[config.mk]
export PLATFORM = sky130hd
export DESIGN_NAME = ex_alu_unit
export DESIGN_NICKNAME = d
export VERILOG_FILES = /design/src/rtl/alu_pkg.sv /design/src/rtl/alu_shift_step.sv /design/src/rtl/ex_alu_unit.sv
export SDC_FILE = /design/constraint.sdc
export NUM_CORES = 1
export LEC_CHECK = 0
export ABC_CLOCK_PERIOD_IN_PS = 7300
export CAP_MARGIN = 20
export CORE_ASPECT_RATIO = 0.7
export CORE_MARGIN = 4
export CORE_UTILIZATION = 35
export DETAILED_ROUTE_END_ITERATION = 10
export PLACE_DENSITY = 0.63
export SYNTH_ARGS = -nofsm -noshare
export SYNTH_HDL_FRONTEND = slang
export SYNTH_HIERARCHICAL = 1
export SYNTH_SLANG_ARGS = --single-unit
[constraint.sdc]
create_clock -name clk -period 7.3 [get_ports clk]
set_input_delay 1.46 -clock clk [delete_from_list [all_inputs] [get_ports clk]]
set_output_delay 1.46 -clock clk [all_outputs]
set_load 0.05 [all_outputs]
[src/rtl/alu_pkg.sv]
// Shared definitions for the execute-stage ALU.
// Holds the alu_ctrl encodings agreed with ALU control decode, the default
// datapath width and the FSM state encoding of ex_alu_unit.
package alu_pkg;

  localparam int XLEN = 32;

  localparam logic [3:0] ALU_ADD  = 4'b0000;
  localparam logic [3:0] ALU_SUB  = 4'b0001;
  localparam logic [3:0] ALU_AND  = 4'b0010;
  localparam logic [3:0] ALU_OR   = 4'b0011;
  localparam logic [3:0] ALU_XOR  = 4'b0100;
  localparam logic [3:0] ALU_SLL  = 4'b0101;
  localparam logic [3:0] ALU_SRL  = 4'b0110;
  localparam logic [3:0] ALU_SRA  = 4'b0111;
  localparam logic [3:0] ALU_SLT  = 4'b1000;
  localparam logic [3:0] ALU_SLTU = 4'b1001;

  typedef enum logic [1:0] {
    ST_IDLE  = 2'd0,
    ST_SHIFT = 2'd1,
    ST_DONE  = 2'd2
  } alu_state_e;

  function automatic logic is_shift(input logic [3:0] ctrl);
    return (ctrl == ALU_SLL) || (ctrl == ALU_SRL) || (ctrl == ALU_SRA);
  endfunction

endpackage

[src/rtl/alu_shift_step.sv]
// One iteration of the multi-cycle shifter: shifts val_i by amt_i bits
// (amt_i never exceeds SHIFT_STEP) in the direction given by kind_i.
// Ports: val_i operand, amt_i step amount, kind_i alu_ctrl code
// (SLL/SRL/SRA), val_o shifted value. Purely combinational.
module alu_shift_step #(
  parameter  int XLEN       = 32,
  parameter  int SHIFT_STEP = 4,
  localparam int AW         = $clog2(SHIFT_STEP + 1)
) (
  input  logic [XLEN-1:0] val_i,
  input  logic [AW-1:0]   amt_i,
  input  logic [3:0]      kind_i,
  output logic [XLEN-1:0] val_o
);
  import alu_pkg::*;

  always_comb begin
    val_o = val_i;
    case (kind_i)
      ALU_SLL: val_o = val_i << amt_i;
      ALU_SRL: val_o = val_i >> amt_i;
      // The captured operand keeps its sign bit across steps, so an
      // arithmetic shift per step replicates the original sign.
      ALU_SRA: val_o = $signed(val_i) >>> amt_i;
      default: val_o = val_i;
    endcase
  end

endmodule

[src/rtl/ex_alu_unit.sv]
// Execute-stage ALU. Single-cycle arithmetic/logic ops; shifts iterate
// SHIFT_STEP bits per cycle. Valid/ready on both sides, fully registered
// outputs, synchronous flush.
// Ports: clk, rst_n (async low), flush; in_valid/in_ready/in_ctrl/in_a/
// in_b/in_tag request side; out_valid/out_ready/out_result/out_zero/
// out_illegal/out_tag result side.
module ex_alu_unit #(
  parameter int XLEN       = alu_pkg::XLEN,
  parameter int SHIFT_STEP = 4,
  parameter int TAG_W      = 5
) (
  input  logic             clk,
  input  logic             rst_n,
  input  logic             flush,
  input  logic             in_valid,
  output logic             in_ready,
  input  logic [3:0]       in_ctrl,
  input  logic [XLEN-1:0]  in_a,
  input  logic [XLEN-1:0]  in_b,
  input  logic [TAG_W-1:0] in_tag,
  output logic             out_valid,
  input  logic             out_ready,
  output logic [XLEN-1:0]  out_result,
  output logic             out_zero,
  output logic             out_illegal,
  output logic [TAG_W-1:0] out_tag
);
  import alu_pkg::*;

  localparam int         AW    = $clog2(SHIFT_STEP + 1);
  localparam logic [5:0] STEP6 = 6'(SHIFT_STEP);

  alu_state_e       state_q, state_d;
  // Shift working set; kept apart from the output registers so the outputs
  // only change when a result is actually delivered.
  logic [XLEN-1:0]  sh_q, sh_d;
  logic [4:0]       rem_q, rem_d;
  logic [3:0]       kind_q, kind_d;
  logic [TAG_W-1:0] ptag_q, ptag_d;
  // Output registers
  logic [XLEN-1:0]  res_q, res_d;
  logic             zero_q, zero_d;
  logic             ill_q, ill_d;
  logic [TAG_W-1:0] tag_q, tag_d;

  logic             accept;
  logic [4:0]       in_shamt;
  logic             in_illegal;
  logic [XLEN-1:0]  alu_res;
  logic [AW-1:0]    step_amt;
  logic [4:0]       rem_next;
  logic [XLEN-1:0]  sh_next;

  assign in_ready   = (state_q == ST_IDLE) || ((state_q == ST_DONE) && out_ready);
  assign accept     = in_valid && in_ready && !flush;
  assign in_shamt   = in_b[4:0];
  assign in_illegal = (in_ctrl > ALU_SLTU);

  // Single-cycle result. Illegal codes fall into the ADD default; shifts
  // only land here with a zero shift amount, which passes in_a through.
  always_comb begin
    alu_res = in_a + in_b;
    case (in_ctrl)
      ALU_SUB:  alu_res = in_a - in_b;
      ALU_AND:  alu_res = in_a & in_b;
      ALU_OR:   alu_res = in_a | in_b;
      ALU_XOR:  alu_res = in_a ^ in_b;
      ALU_SLL,
      ALU_SRL,
      ALU_SRA:  alu_res = in_a;
      ALU_SLT:  alu_res = {{(XLEN-1){1'b0}}, ($signed(in_a) < $signed(in_b))};
      ALU_SLTU: alu_res = {{(XLEN-1){1'b0}}, (in_a < in_b)};
      default:  alu_res = in_a + in_b;
    endcase
  end

  // Step this cycle is min(SHIFT_STEP, remaining).
  always_comb begin
    if ({1'b0, rem_q} >= STEP6) step_amt = AW'(SHIFT_STEP);
    else                        step_amt = AW'(rem_q);
    rem_next = rem_q - 5'(step_amt);
  end

  alu_shift_step #(
    .XLEN       (XLEN),
    .SHIFT_STEP (SHIFT_STEP)
  ) u_shift_step (
    .val_i  (sh_q),
    .amt_i  (step_amt),
    .kind_i (kind_q),
    .val_o  (sh_next)
  );

  always_comb begin
    state_d = state_q;
    sh_d    = sh_q;
    rem_d   = rem_q;
    kind_d  = kind_q;
    ptag_d  = ptag_q;
    res_d   = res_q;
    zero_d  = zero_q;
    ill_d   = ill_q;
    tag_d   = tag_q;
    if (flush) begin
      // Kill whatever is pending; data outputs keep their last values.
      state_d = ST_IDLE;
    end else begin
      case (state_q)
        ST_IDLE, ST_DONE: begin
          if (accept) begin
            if (is_shift(in_ctrl) && (in_shamt != 5'd0)) begin
              state_d = ST_SHIFT;
              sh_d    = in_a;
              rem_d   = in_shamt;
              kind_d  = in_ctrl;
              ptag_d  = in_tag;
            end else begin
              state_d = ST_DONE;
              res_d   = alu_res;
              zero_d  = (alu_res == '0);
              ill_d   = in_illegal;
              tag_d   = in_tag;
            end
          end else if ((state_q == ST_DONE) && out_ready) begin
            state_d = ST_IDLE;
          end
        end
        ST_SHIFT: begin
          sh_d  = sh_next;
          rem_d = rem_next;
          if (rem_next == 5'd0) begin
            state_d = ST_DONE;
            res_d   = sh_next;
            zero_d  = (sh_next == '0);
            ill_d   = 1'b0;
            tag_d   = ptag_q;
          end
        end
        default: state_d = ST_IDLE;
      endcase
    end
  end

  always_ff @(posedge clk or negedge rst_n) begin
    if (!rst_n) begin
      state_q <= ST_IDLE;
      sh_q    <= '0;
      rem_q   <= '0;
      kind_q  <= '0;
      ptag_q  <= '0;
      res_q   <= '0;
      zero_q  <= 1'b0;
      ill_q   <= 1'b0;
      tag_q   <= '0;
    end else begin
      state_q <= state_d;
      sh_q    <= sh_d;
      rem_q   <= rem_d;
      kind_q  <= kind_d;
      ptag_q  <= ptag_d;
      res_q   <= res_d;
      zero_q  <= zero_d;
      ill_q   <= ill_d;
      tag_q   <= tag_d;
    end
  end

  assign out_valid   = (state_q == ST_DONE);
  assign out_result  = res_q;
  assign out_zero    = zero_q;
  assign out_illegal = ill_q;
  assign out_tag     = tag_q;

endmodule

==> flow_metrics.tcl, run 1 <==
set metrics [dict create \
    postSynthCellCount 1700 \
    drtPass1Iterations 6 \
    cp_top_family "simple AND/OR/NAND/NOR gates" \
    place.gp.congestion 1.01 \
    syn-cell-area_um2 12900 \
    finalHoldViolations 0 \
    routed_wl_mm 53.5 \
    regArea_um2 2180 \
    io_buffer_count 118 \
    grt_start_max_net_pins 72 \
    slew-limit-headroom 0.182 \
    synth_compound_area_frac 0.302 \
    dp_cells 2193 \
    synth_xor_xnor_area_share 0.00610 \
    synth_top_family_by_area "compound AO/OA/AOI/OAI gates" \
    setup_ws_ns 1.06 \
    first_global_vias 13010 \
    overflow 0 \
    cts.sinks 87 \
    seq_area_frac_synth 0.168 \
    cp-start-kind "input port" \
    skew_ns 0.00926 \
    worst-path-buf-inv 1 \
    criticalPathCategory "in -> reg" \
    final_max_slew_viol_count 0 \
    synth_nets 1877 \
    die_x_um 238 \
    setup-violations-final 0 \
    rows 58 \
    antenna_found_initial 3 \
    via_count 14060 \
    critical_path_arrival_ns 6.52 \
    async_flop_share 1.00 \
    initialDrtViolationCount 2033 \
    setup_tns_ns 0 \
    synth_seq_cells 87 \
    initial_core_util 0.358 \
    place_ws_ns 0.944 \
    fill_cells 3774 \
    root_buffer "clkbuf_16" \
    cpMostUsedCell "nand4b_1" \
    drive_gt1_frac 0.0943 \
    nets 1901 \
    timing.final.crit_period_ns 6.24 \
    io-pin-count 119 \
    path_clk_slew_ns 0.07 \
    wl_per_cell_um 24.2 \
    synth_flop_cell "dfrtp_1" \
    fin_cells 2209 \
    area_growth_pct 12.7 \
    cts_resized 0 \
    synthMuxAreaShare 0.150 \
    leakage_nw 5.82 \
    die-area_um2 40100 \
    grt_pass1_wl_mm 80.8 \
    worstMarginPinSlew_ns 1.20 \
    clk_latency_ns 0.37 \
    core-area_um2 36100 \
    htree_num_levels 3 \
    grtUsageTotal 0.257 \
    avgSynthCellArea_um2 7.60 \
    cts_made_buffers 9 \
    path_cells "clkdlybuf4s50_1, o21ai_0, and2_1, a211o_1, nand2_1, a2111oi_0, nand4b_1, nor4_1, nand4b_1, nor4_1, nand4b_1, o31ai_2" \
    slowest_stage "a2111oi_0" \
    drt-vias-per-instance 6.36 \
    fin_crit_sh 0.855 \
    hp-class "reg -> reg" \
    vdd_drop_max_v 0.000199 \
    synth_edf_count 0 \
    required_ns 7.58 \
    fin_area_um2 14600 \
    chipHeight_um 169 \
    powerDensity_nw_per_um2 246 \
    synthAdderAreaFrac 0.0970 \
    place_area_um2 14300 \
    ys_types 93 \
    cts_tree "yes" \
    drc 0 \
    maxCapViolations 0 \
    power_mw 3.58 \
    rsz0062_at_grt "false" \
    status "complete, no violations" \
    multi_input_area_um2 9790 \
    ys_warn_count 6 \
    ant_nets 0 \
    clock_tree.buffer_depth 2 \
    max_stage_delay_ns 0.93 \
    dp_hpwl_mm 40.7 \
    max_freq_mhz 160 \
    critPathMaxFanout 24 \
    synth-simple-area-share 0.200 \
    critPathCaptureType "register" \
    cts_hold_buf 0 \
    postCtsSetupRepairBufs 0 \
]
[state kept, by name, summed over array words and instances, names as in the netlist]
name	cells
out_illegal	1
ptag_q	5
out_tag	5
out_result	32
rem_q	5
state_q	2
out_zero	1
kind_q	4
sh_q	32
[worst reg2reg max path, stage by stage, from the launching register on]
cell	delay, ns
dfrtp_1	0.51
nor3_1	0.14
inv_1	0.81
inv_1	0.60
nand2_1	0.69
o22ai_1	0.14
a211o_1	0.36
nor4_1	0.57
nand4_1	0.18
nor4_1	0.46
a21oi_1	0.11
o31ai_2	0.09
[layout by cell type, fill, tap and decap left out, types with 11 or more instances in the layout]
master and count:
and3_1 11, nor4_1 30, nand4_1 14, nand2_1 170, a221o_1 11, nor3_1 27
buf_4 21, o221ai_1 19, nor2b_1 13, a21oi_1 152, o21ai_0 116, a31oi_1 30
mux4_2 30, a211oi_1 33, clkdlybuf4s50_1 116, a22oi_1 15, ha_1 97, o211ai_1 19
a211o_1 15, mux2_2 59, dfrtp_1 87, inv_1 103, nor2_1 142, and2_1 30
mux2i_1 58, a21o_1 18, nand3_1 34, o22ai_1 18, o31ai_1 16
[power breakdown]
group	internal [mW]	leakage [nW]	total, mW	switching (mW)
Combinational	0.891	4.66	2.27	1.37
Clock	0.239	0.124	0.452	0.212
Sequential	0.635	1.04	0.864	0.228
[cell families (layout without fill, tap and decap cells)]
| kind of cell | count (synthesis) | after routing |
|---|---|---|
| buf+inv | 231 | 259 |
| compound gates | 588 | 588 |
| flops | 87 | 87 |
| fa+ha+maj | 99 | 99 |
| xor+xnor | 9 | 9 |
| simple gates | 537 | 537 |
| mux | 148 | 148 |
| other cells | 1 | 2 |
[cells in the mapped netlist, types with 21 or more instances]
library cell,instances,area [µm²]
ha_1,97,1210
o21ai_0,116,581
nor4_1,30,188
a21oi_1,152,761
nor3_1,27,135
mux4_2,30,676
nor2_1,143,537
nand2_1,171,642
mux2i_1,58,581
nand3_1,34,170
a211oi_1,33,248
a31oi_1,30,188
dfrtp_1,87,2180
and2_1,32,200
inv_1,103,387
clkbuf_1,81,304
mux2_2,59,664
buf_2,21,105
[per-stage QoR]
stage | hold WS (ns) | util
floorplan | 0.478 | -
global placement | 0.464 | 0.395
detailed placement | 0.474 | 0.395
CTS | 0.489 | 0.403
global route | 0.504 | 0.403
finish | 0.479 | 0.403
[layer usage]
metal,vias up,part of all wire,wire [µm],global-route usage
met3,116,0.11,5980,0.0643
met2,831,0.39,21000,0.349
li1,6390,-,-,-
met1,6721,0.46,24400,0.388
met4,2,0.038,2030,0.0913
met5,-,0.00017,9,0
[worst paths after layout]
path / from / endpoint / slack (ns) / cells after the start
worst max-delay path: in_ctrl[2] / out_zero / 1.06 / 12
worst min-delay path: out_result[8] / out_result[8] / 0.48 / 2
worst max register to register: rem_q[2] / out_zero / 2.56 / 11
worst min register to register: out_result[8] / out_result[8] / 0.48 / 2
max in group asynchronous: rst_n / sh_q[4] / 5.12 / 2
min in group asynchronous: rst_n / ptag_q[3] / 0.96 / 1
[final cells by class]
cell class              instances  share of cell area
clock buffers                  11              0.0167
inverters                     105              0.0271
multi-input cells            1382               0.672
well taps                     480              0.0412
flip-flops and latches         87               0.149
repair buffers                139              0.0912
diodes                          1            0.000172
clock inverters                 4             0.00215
Power figures use the tool's default switching activity.
==> run 2: changes to the inputs <==
CORE_UTILIZATION = 31   (was 35)
PLACE_DENSITY = 0.58   (was 0.63)
==> run 2 against run 1 <==
Largest cell class unchanged. Maximum frequency rose by 0.62%. Sequential share of layout area fell by 0.12 points. Sequential cell count did not move. Combinational power barely moved. Final area rose by 0.84%. Largest power group unchanged. Critical path type unchanged.
==> flow_metrics.tcl, run 2 (same netlist as run 1, synthesis figures left out) <==
set metrics [dict create \
    cts_made_buffers 9 \
    path_clk_slew_ns 0.08 \
    cts_hold_buf 0 \
    required_ns 7.59 \
    io_buffer_count 118 \
    worstMarginPinSlew_ns 1.09 \
    critPathCaptureType "register" \
    fill_cells 4354 \
    initial_core_util 0.314 \
    antenna_found_initial 2 \
    grtUsageTotal 0.242 \
    powerDensity_nw_per_um2 248 \
    drive_gt1_frac 0.0971 \
    htree_num_levels 3 \
    postCtsSetupRepairBufs 0 \
    skew_ns 0.0118 \
    dp_hpwl_mm 43.3 \
    via_count 14343 \
    wl_per_cell_um 24.9 \
    clk_latency_ns 0.38 \
    power_mw 3.64 \
    drc 0 \
    clock_tree.buffer_depth 2 \
    cts.sinks 87 \
    setup_ws_ns 1.09 \
    critical_path_arrival_ns 6.49 \
    finalHoldViolations 0 \
    place.gp.congestion 1.03 \
    grt_start_max_net_pins 72 \
    cts_resized 0 \
    routed_wl_mm 56.7 \
    root_buffer "clkbuf_16" \
    core-area_um2 41100 \
    leakage_nw 5.84 \
    final_cell_mix "170 x nand2_1, 152 x a21oi_1, 141 x nor2_1" \
    final_max_slew_viol_count 0 \
    status "complete, no violations" \
    drtPass1Iterations 6 \
    cts_tree "yes" \
    rsz0062_at_grt "false" \
    hp-class "reg -> reg" \
    criticalPathCategory "in -> reg" \
    overflow 0 \
    cp-start-kind "input port" \
    fin_crit_sh 0.850 \
    maxCapViolations 0 \
    first_global_vias 13105 \
    place_ws_ns 0.917 \
    vdd_drop_max_v 0.000184 \
    postLayoutCoreUtil 0.357 \
    ant_nets 0 \
    nets 1902 \
    rows 62 \
    drt-vias-per-instance 6.30 \
    chipHeight_um 179 \
    max_freq_mhz 161 \
    io-pin-count 119 \
    die_x_um 252 \
    slew-limit-headroom 0.270 \
    initialDrtViolationCount 1926 \
    die-area_um2 45100 \
    setup-violations-final 0 \
    setup_tns_ns 0 \
    grt_pass1_wl_mm 84.7 \
    area_growth_pct 13.7 \
    layout_commonest_cell "nand2_1" \
    critPathMaxFanout 5 \
    timing.final.crit_period_ns 6.21 \
]
==> run 2: cell type report <==
cell class	count	area, µm²	share of cell area
diodes	1	2.50	0.000170
clock buffers	11	253	0.0172
clock inverters	5	40.0	0.00273
inverters	105	394	0.0268
multi-input cells	1382	9790	0.667
flip-flops and latches	87	2180	0.148
well taps	544	681	0.0463
repair buffers	140	1350	0.0918
==> run 2: through the flow <==
stage,area (µm²),cells,hold WS (ns)
finish,14700,2275,0.484
global route,14700,2275,0.512
CTS,14700,2274,0.488
detailed placement,14400,2258,0.469
global placement,14400,2257,0.464
floorplan,12900,1700,0.478
==> run 2: layer usage <==
layer | up-vias | wire (µm) | global-route usage
met5 | - | 0 | 0
met4 | 0 | 1690 | 0.0664
met3 | 94 | 5690 | 0.0480
met2 | 844 | 22900 | 0.346
met1 | 7007 | 26400 | 0.367
li1 | 6398 | - | -
==> run 2: critical path: stages <==
cell,delay [ns]
clkdlybuf4s50_1,0.73
ha_1,0.28
inv_1,0.07
fa_1,0.42
nor2b_1,0.19
o21a_1,0.22
o21ai_1,0.41
a21oi_1,0.23
o41ai_1,0.91
o221ai_1,0.20
a21oi_1,0.38
nand4_1,0.15
nor4_1,0.41
nand4b_1,0.22
o31ai_2,0.21
==> run 2: power by group <==
part	leakage [nW]	switching, mW	internal [mW]
combinational	4.67	1.40	0.893
sequential	1.04	0.227	0.635
clock	0.135	0.236	0.252
total	5.84	1.86	1.78
==> run 2: path summary, 6_finish.rpt <==
path	startpoint	endpoint	slack [ns]	cells after the start
min in group asynchronous	rst_n	ptag_q[3]	1.10	1
setup reg to reg	rem_q[4]	out_zero	2.35	12
setup / recovery	in_b[0]	out_zero	1.09	15
hold reg to reg	out_result[0]	out_result[0]	0.48	2
max in group asynchronous	rst_n	rem_q[2]	5.11	2
hold / removal	out_result[0]	out_result[0]	0.48	2
==> run 3: changes to the inputs <==
--- a/config.mk
+++ b/config.mk
@@ -13,4 +13,5 @@
 export DETAILED_ROUTE_END_ITERATION = 10
 export PLACE_DENSITY = 0.58
+export RECOVER_POWER = 100
 export SYNTH_ARGS = -nofsm -noshare
 export SYNTH_HDL_FRONTEND = slang
==> constraint.sdc (replaced) <==
create_clock -name clk -period 7.3 [get_ports clk]
set_input_delay 2.19 -clock clk [delete_from_list [all_inputs] [get_ports clk]]
set_output_delay 2.19 -clock clk [all_outputs]
set_load 0.05 [all_outputs]
==> run 3 against run 2 <==
The run now ends with capacitance limit, slew limit left. Count of clock-buffer cells in the layout is 1 higher. Core utilization is 0.19 points higher. Largest cell class unchanged. Die area stayed put. Maximum frequency is 11% lower. Largest power group unchanged. Global-route usage is 0.30 points lower. Sequential share of layout area is 0.077 points lower. Critical endpoint unchanged. Hold slack worse by 0.0049 ns. Setup slack worse by 0.78 ns.
==> flow_metrics.tcl, run 3 (same netlist as run 1, synthesis figures left out) <==
set metrics [dict create \
    slew-limit-headroom -0.719 \
    area_growth_pct 14.3 \
    ant_nets 0 \
    postCtsSetupRepairBufs 0 \
    initial_core_util 0.314 \
    cts_made_buffers 9 \
    grtUsageTotal 0.239 \
    overflow 0 \
    regArea_um2 2180 \
    required_ns 7.58 \
    criticalPathCategory "in -> reg" \
    critPathMaxFanout 11 \
    initialDrtViolationCount 1990 \
    max_freq_mhz 143 \
    leakage_nw 5.95 \
    fin_crit_sh 0.957 \
    place.gp.congestion 1.03 \
    first_global_vias 13182 \
    root_buffer "clkbuf_16" \
    rows 62 \
    cts_hold_buf 0 \
    grt_start_max_net_pins 72 \
    hold_path_startpoint "out_tag[4]" \
    die_x_um 252 \
    fill_cells 4394 \
    drive_gt1_frac 0.0991 \
    crit_start "in_ctrl[1]" \
    final_max_slew_viol_count 135 \
    drt-vias-per-instance 6.20 \
    cts.sinks 87 \
    cts_tree "yes" \
    setup-violations-final 0 \
    cts_resized 0 \
    via_count 14189 \
    antenna_found_initial 1 \
    maxCapViolations 3 \
    multi_input_area_um2 9780 \
    drtPass1Iterations 6 \
    finalHoldViolations 0 \
    num_antenna_cells 0 \
    final_cell_mix "170 x nand2_1, 152 x a21oi_1, 142 x nor2_1" \
    clock_tree.buffer_depth 2 \
    drc 0 \
    status "finished with violations" \
    nets 1917 \
    skew_ns 0.0161 \
    io-pin-count 119 \
    die-area_um2 45100 \
    timing.final.crit_period_ns 6.99 \
    critPathCaptureType "register" \
    setup_tns_ns 0 \
    wl_per_cell_um 24.2 \
    critical_path_arrival_ns 7.27 \
    layout_commonest_cell "nand2_1" \
    htree_num_levels 3 \
    cp-start-kind "input port" \
    grt_pass1_wl_mm 83.8 \
    hp-class "reg -> reg" \
    io_buffer_count 118 \
    vdd_drop_max_v 0.000156 \
    path_clk_slew_ns 0.07 \
    violations "capacitance limit, slew limit" \
    clk_latency_ns 0.38 \
    fin_area_um2 14800 \
    chipHeight_um 179 \
    powerDensity_nw_per_um2 245 \
    core-area_um2 41100 \
    worstReg2RegStart "rem_q[2]" \
    worstMarginPinSlew_ns 2.58 \
    rsz0062_at_grt "false" \
    dp_hpwl_mm 42.8 \
    place_area_um2 14500 \
    routed_wl_mm 55.4 \
]
## run 3: path summary, 6_finish.rpt
check	to	slack (ns)	depth (start not counted)
setup / recovery	out_zero	0.31	12
hold / removal	out_tag[4]	0.48	2
setup reg to reg	out_zero	2.24	11
hold reg to reg	out_tag[4]	0.48	2
max in group asynchronous	rem_q[1]	1.38	2
min in group asynchronous	out_tag[3]	2.53	1
## run 3: layer usage
metal / track usage / vias up / share of wire
li1: - / 6420 / -
met1: 0.360 / 6876 / 0.47
met2: 0.338 / 799 / 0.40
met3: 0.0490 / 94 / 0.095
met4: 0.0776 / 0 / 0.035
met5: 0 / - / 0
## run 3: report_power, final
group          total [mW]  switching [mW]  internal [mW]  leakage [nW]
clock network       0.494           0.217          0.276         0.139
registers           0.861           0.225          0.636          1.04
logic                2.26            1.39          0.875          4.77
total                3.62            1.83           1.79          5.95
## run 3: layout make-up
cell class	instances	area share
tap	544	0.0461
sequential	87	0.147
clock inverter	4	0.00364
inverter	105	0.0267
timing repair buffer	155	0.0969
clock buffer	12	0.0167
multi-input combinational	1382	0.663
## run 3: worst max-delay path: stages
cell and delay, ns:
dlygate4sd3_1 0.77, nor2_1 1.08, clkbuf_1 0.35, mux2i_1 0.23
o22ai_1 0.10, a2111oi_0 0.78, nand4b_1 0.29, nor4_1 0.37
nand4b_1 0.17, nor4_1 0.51, nand4b_1 0.19, o31ai_2 0.20
## run 3: per-stage QoR
stage,util,hold slack [ns],std cells,power [mW],worst slack [ns]
after floorplan,-,0.478,1700,2.38,2.06
after global placement,0.353,0.467,2273,3.08,0.326
after detailed placement,0.353,0.475,2273,3.08,0.331
after CTS,0.360,0.490,2289,3.60,0.719
after global routing,0.359,0.517,2289,3.84,0.244
final,0.359,0.479,2289,3.62,0.312
